--- config.mk ---
export PLATFORM = sky130hd
export DESIGN_NAME = lap_run_ctrl
export DESIGN_NICKNAME = d
export VERILOG_FILES = /design/src/rtl/lap_run_ctrl.sv
export SDC_FILE = /design/constraint.sdc
export NUM_CORES = 1
export LEC_CHECK = 0
export BUFFER_PORTS_ARGS = -buffer_cell sky130_fd_sc_hd__buf_2
export CORE_UTILIZATION = 48
export DETAILED_ROUTE_END_ITERATION = 7
export PLACE_DENSITY = 0.8
export SLEW_MARGIN = 0
export SYNTH_ARGS = -nofsm -noshare
export SYNTH_HDL_FRONTEND = slang
export SYNTH_SLANG_ARGS = --single-unit
--- constraint.sdc ---
create_clock -name clk_i -period 1.5 [get_ports clk_i]
set_input_delay 0.15 -clock clk_i [delete_from_list [all_inputs] [get_ports clk_i]]
set_output_delay 0.15 -clock clk_i [all_outputs]
set_load 0.005 [all_outputs]
--- src/rtl/lap_run_ctrl.sv ---
// Run/lap sequencer for the stopwatch time datapath.
// Generates the counter-chain enable and clear, and selects whether the digit
// decoders see live counter values or a frozen lap snapshot. Loss of clock-manager
// lock forces the sequencer back to WAIT_LOCK.
// Optional feature: define LAP_COUNT_EN to add the lap_num_o lap counter output.
module lap_run_ctrl #(
    parameter int unsigned DIGITS    = 5,
    parameter int unsigned LAP_CNT_W = 4
) (
    input  logic                  clk_i,
    input  logic                  reset_i,
    input  logic                  dcm_lock_i,
    input  logic                  strtstop_i,
    input  logic                  lap_i,
    input  logic [4*DIGITS-1:0]   time_in_i,
    output logic                  run_ce_o,
    output logic                  cnt_clr_o,
    output logic [4*DIGITS-1:0]   time_out_o,
    output logic                  hold_o,
    output logic [2:0]            state_o
`ifdef LAP_COUNT_EN
    ,
    output logic [LAP_CNT_W-1:0]  lap_num_o
`endif
);

    typedef enum logic [2:0] {
        StWaitLock = 3'd0,
        StZero     = 3'd1,
        StRun      = 3'd2,
        StLapHold  = 3'd3,
        StStop     = 3'd4
    } state_e;

    state_e              state_q, state_d;
    logic                ss_q, lap_q;
    logic                ss_p, lap_p;
    logic [4*DIGITS-1:0] snap_q, snap_d;
    logic                run_ce_q, run_ce_d;
    logic                cnt_clr_q, cnt_clr_d;
    logic                hold_q, hold_d;
    logic [4*DIGITS-1:0] time_out_q, time_out_d;

    // Next state, snapshot capture and output decode from the next state
    always_comb begin
        ss_p    = strtstop_i & ~ss_q;
        lap_p   = lap_i & ~lap_q;
        state_d = state_q;
        snap_d  = snap_q;
        if (!dcm_lock_i) begin
            state_d = StWaitLock;
            snap_d  = '0;
        end else begin
            case (state_q)
                StWaitLock: state_d = StZero;
                StZero:     if (ss_p) state_d = StRun;
                StRun: begin
                    // Start/stop wins over a coincident lap edge
                    if (ss_p) begin
                        state_d = StStop;
                    end else if (lap_p) begin
                        state_d = StLapHold;
                        snap_d  = time_in_i;
                    end
                end
                StLapHold: begin
                    if (ss_p)       state_d = StStop;
                    else if (lap_p) state_d = StRun;
                end
                StStop: begin
                    if (ss_p)       state_d = StRun;
                    else if (lap_p) state_d = StZero;
                end
                default:    state_d = StWaitLock;
            endcase
        end

        run_ce_d  = (state_d == StRun) || (state_d == StLapHold);
        cnt_clr_d = (state_d == StWaitLock) || (state_d == StZero);
        hold_d    = (state_d == StLapHold);
        time_out_d = hold_d ? snap_d : time_in_i;
    end

    // State, edge history and registered outputs
    always_ff @(posedge clk_i) begin
        if (reset_i) begin
            state_q    <= StWaitLock;
            ss_q       <= 1'b1;
            lap_q      <= 1'b1;
            snap_q     <= '0;
            run_ce_q   <= 1'b0;
            cnt_clr_q  <= 1'b1;
            hold_q     <= 1'b0;
            time_out_q <= '0;
        end else begin
            state_q    <= state_d;
            ss_q       <= strtstop_i;
            lap_q      <= lap_i;
            snap_q     <= snap_d;
            run_ce_q   <= run_ce_d;
            cnt_clr_q  <= cnt_clr_d;
            hold_q     <= hold_d;
            time_out_q <= time_out_d;
        end
    end

    assign run_ce_o   = run_ce_q;
    assign cnt_clr_o  = cnt_clr_q;
    assign hold_o     = hold_q;
    assign time_out_o = time_out_q;
    assign state_o    = state_q;

`ifdef LAP_COUNT_EN
    logic [LAP_CNT_W-1:0] lap_num_q, lap_num_d;

    // Lap counter: counts RUN->LAPHOLD entries, cleared whenever the chain is cleared
    always_comb begin
        lap_num_d = lap_num_q;
        if (state_d == StWaitLock || state_d == StZero) begin
            lap_num_d = '0;
        end else if (state_q == StRun && state_d == StLapHold) begin
            lap_num_d = lap_num_q + LAP_CNT_W'(1);
        end
    end

    // Lap counter register
    always_ff @(posedge clk_i) begin
        if (reset_i) lap_num_q <= '0;
        else         lap_num_q <= lap_num_d;
    end

    assign lap_num_o = lap_num_q;
`endif

endmodule
==> results.txt <==
The largest net degree at the start of global routing came out at 29. Headroom to the max-slew limit came out at 72.16%. The number of placed instances, taps included is 320. IR analysis of the VDD net gives a maximum drop of about 500 µV. The number of global-route vias before repair was around 1800. The launch point of the critical path is state_o[0]. Setup repair after global routing left no endpoint under its margin. The clock share of power is roughly a third. The initial standard-cell utilization of the core came out at around half. The utilization after layout is between 60% and 70%. For this run, the leading register cell type out of synthesis is dfxtp_1. The final count of hold timing violations was 0. The source of the worst register-to-register timing path is state_o[0]. The fraction of power spent switching nets is approximately 23%. The top fanout value on the critical path came out at 21. The width of the die came out at around 71 µm. The number of pins exceeding their max-slew limit in the final report came out at 0. The critical path ends at hold_o.

The number of antenna violations at the first check in global routing came to 0. The critical register-to-register path endpoint is hold_o. The synthesis-to-layout area growth is 18.31%. The clock passes through at most 2 buffers. The async set or reset register ratio after synthesis came out at 0%. The number of max-cap violations is 0.

In this run the clock root is driven by a clkbuf_8. The routed length per instance came out at around 14 µm. The final hold slack is between 0.07 and 0.08 ns. At the end of routability-driven placement, the weighted congestion stood at between 0.8 and 0.9.

The biggest area contributor in the post-synthesis netlist is dfxtp_1. The post-route total power is around 2.4 mW. The biggest cell delay along the critical path came out at roughly 0.55 ns.

The boundary pin count is between 50 and 60. STA classifies the critical path startpoint as a flop. The library cell with the highest instance count after synthesis is dfxtp_1. Setup violations remaining at the end of the flow were counted as 0. The aggregate global routing overflow is 0. The worst reg-to-reg setup slack came out at 0.11 ns. For the worst-skew pair, the clock arrives at the later sink with an insertion delay of 0.30 ns. The mean area per synthesized cell is between 10 and 15 µm². The total power per unit cell area came out at a little under 900 nW/µm². The synthesized netlist net count is approximately 250. In this run the cell area measured after placement is 2595 µm². The category of the critical setup timing path is flop to flop. The cell count after synthesis is around 220. The total negative setup slack is 0 ns. The number of buffers inserted during clock tree synthesis came out at 5. The area of all placed cells without fillers came out at about 2700 µm². Timing would allow up to roughly 720 MHz. The worst hold path belongs to the class primary input to flop. The data arrival time of the critical path is 1.60 ns. The worst setup path is captured at a flop. The cell class contributing the biggest share of worst-path delay is simple AND/OR/NAND/NOR gates. For this run, design rule violations remaining after detail routing come to 0. The final layout contains 300 nets. Summing every instance area after synthesis gives around 2300 µm².

The number of hold buffers added after cts is 0. The clock net sink count came out at 48. STA puts the critical path data required time at ~1.7 ns. TritonCTS built the clock tree.

The total net switching power came out at 0.5457 mW. The core area is roughly 4400 µm². The first-pass GRT wire length is around 8 mm. The final setup skew came out at about 0.0084 ns. The total global routing track utilization is between 20% and 30%. Sorting the synthesized cells by area gives the leading types as dfxtp_1 (42%), nand2b_1 (12%), o31ai_2 (11%), mux2i_1 (8.8%), nand4_1 (6.3%). The internal power of the cells came out at 1.822 mW. The leakage power summed over all cells is slightly below 1 nW. The relative contribution of sequential cells to total power is 55.7%. The count of TritonRoute iterations in the first routing pass came out at 6. The floorplan step defined a die boundary enclosing roughly 5000 µm². Buffers placed on the I/O ports in this run total 50. The y dimension of the die came out at just over 70 µm. The fraction of power consumed by combinational cells is under 10%. The slew at the pin with the worst max-slew slack is about 0.42 ns.

The post-route clock period utilization came out at between 90% and 100%. For this run, the number of Yosys warnings is 0. Clock-pin slew was measured on the worst setup and hold paths at roughly 0.080 ns.

The vias per cell is approximately 5.6. The number of buffers and inverters on the critical path is 0. For this design, the slowest cell found on the critical path is or3b_4. For this block, the via count after detailed routing is between 1500 and 2000.

The initialized floorplan defines 24 standard-cell rows. The setup slack after placement came out at 0.09314 ns. CTS built an H-tree with a depth of 2. The run finished with clean final reports. The critical path runs through a total of 2 cells. Counting flops and latches in the post-synthesis netlist gives 48. The netlist uses 27 different library cells. The antenna diode count is 0.

The top-area cell type share of the netlist area is 42.22%. The setup slack of the critical path after layout is ~0.11 ns. After synthesis, the most frequently instantiated cells are dfxtp_1 (48), nand2b_1 (43), nand4_1 (23). The critical path goes through or3b_4 > a2111oi_2. The detailed placement HPWL is roughly 3.3 mm.

Summed over all layers, the routed wires come to 4.732 mm. The count of non-filler cells in the finished layout is 327. Counting cells, the worst reg-to-reg path comes to 2. The share of cells above drive strength 1 came out at about 38%. The violation count after the first detailed-routing iteration is about 140. The number of nets with antenna violations after detailed routing is 0. The minimum period implied by the final worst setup slack came out at around 1.4 ns.

For this run, the register share of the synthesized area comes to a little over two fifths. The number of flops mapped to enable cells by yosys came out at 0.
cells in the final DEF, fill, tap and decap left out, drive strengths merged, types with 2 or more instances in the layout:
| master | instances |
|---|---|
| or2 | 2 |
| nand2 | 4 |
| clkbuf | 7 |
| nor2b | 3 |
| dfxtp | 48 |
| nand2b | 44 |
| mux2i | 20 |
| nand4 | 23 |
| a21oi | 22 |
| o31ai | 22 |
| buf | 68 |
routing by layer:
metal / global-route usage [%] / up-vias / wire length [µm]
met4: 8.667 / 0 / 93
met2: 32.37 / 51 / 2317
met3: 5.698 / 9 / 265
li1: - / 901 / -
met1: 26.27 / 862 / 2056
met5: 0 / - / 0
cell type report:
type	instances	area, µm²
Fill cell	409	1752
Multi-Input combinational cell	151	1167
Sequential cell	48	962.2
Timing Repair Buffer	68	397.9
Clock buffer	7	96.34
Tap cell	52	65.06
Inverter	1	3.754
flip-flops by register name, summed over array words and instances, names as in the netlist:
name / count
ss_q: 1
state_o: 3
cnt_clr_o: 1
run_ce_o: 1
lap_q: 1
hold_o: 1
snap_q: 20
time_out_o: 20
how the worst min path moves through the flow:
| stage | start | endpoint | slack, ns | cells after the start |
|---|---|---|---|---|
| global route | lap_i | lap_q | 0.07 | 2 |
| finish | strtstop_i | ss_q | 0.07 | 2 |
| global placement | strtstop_i | ss_q | 0.38 | 2 |
| detailed placement | strtstop_i | ss_q | 0.39 | 2 |
| floorplan | lap_i | lap_q | 0.26 | 1 |
| CTS | lap_i | lap_q | 0.07 | 2 |
power groups by stage:
stage	Sequential, mW	Clock (mW)	Combinational (mW)
after floorplan	1.35	0	0.120
final	1.32	0.822	0.228
after global routing	1.32	0.888	0.248
after CTS	1.32	0.846	0.229
after global placement	1.35	0	0.223
after detailed placement	1.35	0	0.228
what timing repair did:
action / in CTS / in global routing
buffers inserted: 0 / 0
resized for setup: 0 / 1
setup endpoints to repair: 0 / 6
kinds of logic (layout without fill, tap and decap cells):
family / count (synthesis) / after routing / synth area share (%)
buffers and inverters: 25 / 76 / 6.707
AOI/OAI and AO/OA: 49 / 49 / 18.47
and+or+nand+nor: 82 / 82 / 23.80
muxes: 20 / 20 / 8.796
DFF: 48 / 48 / 42.22
Power figures use the tool's default switching activity.
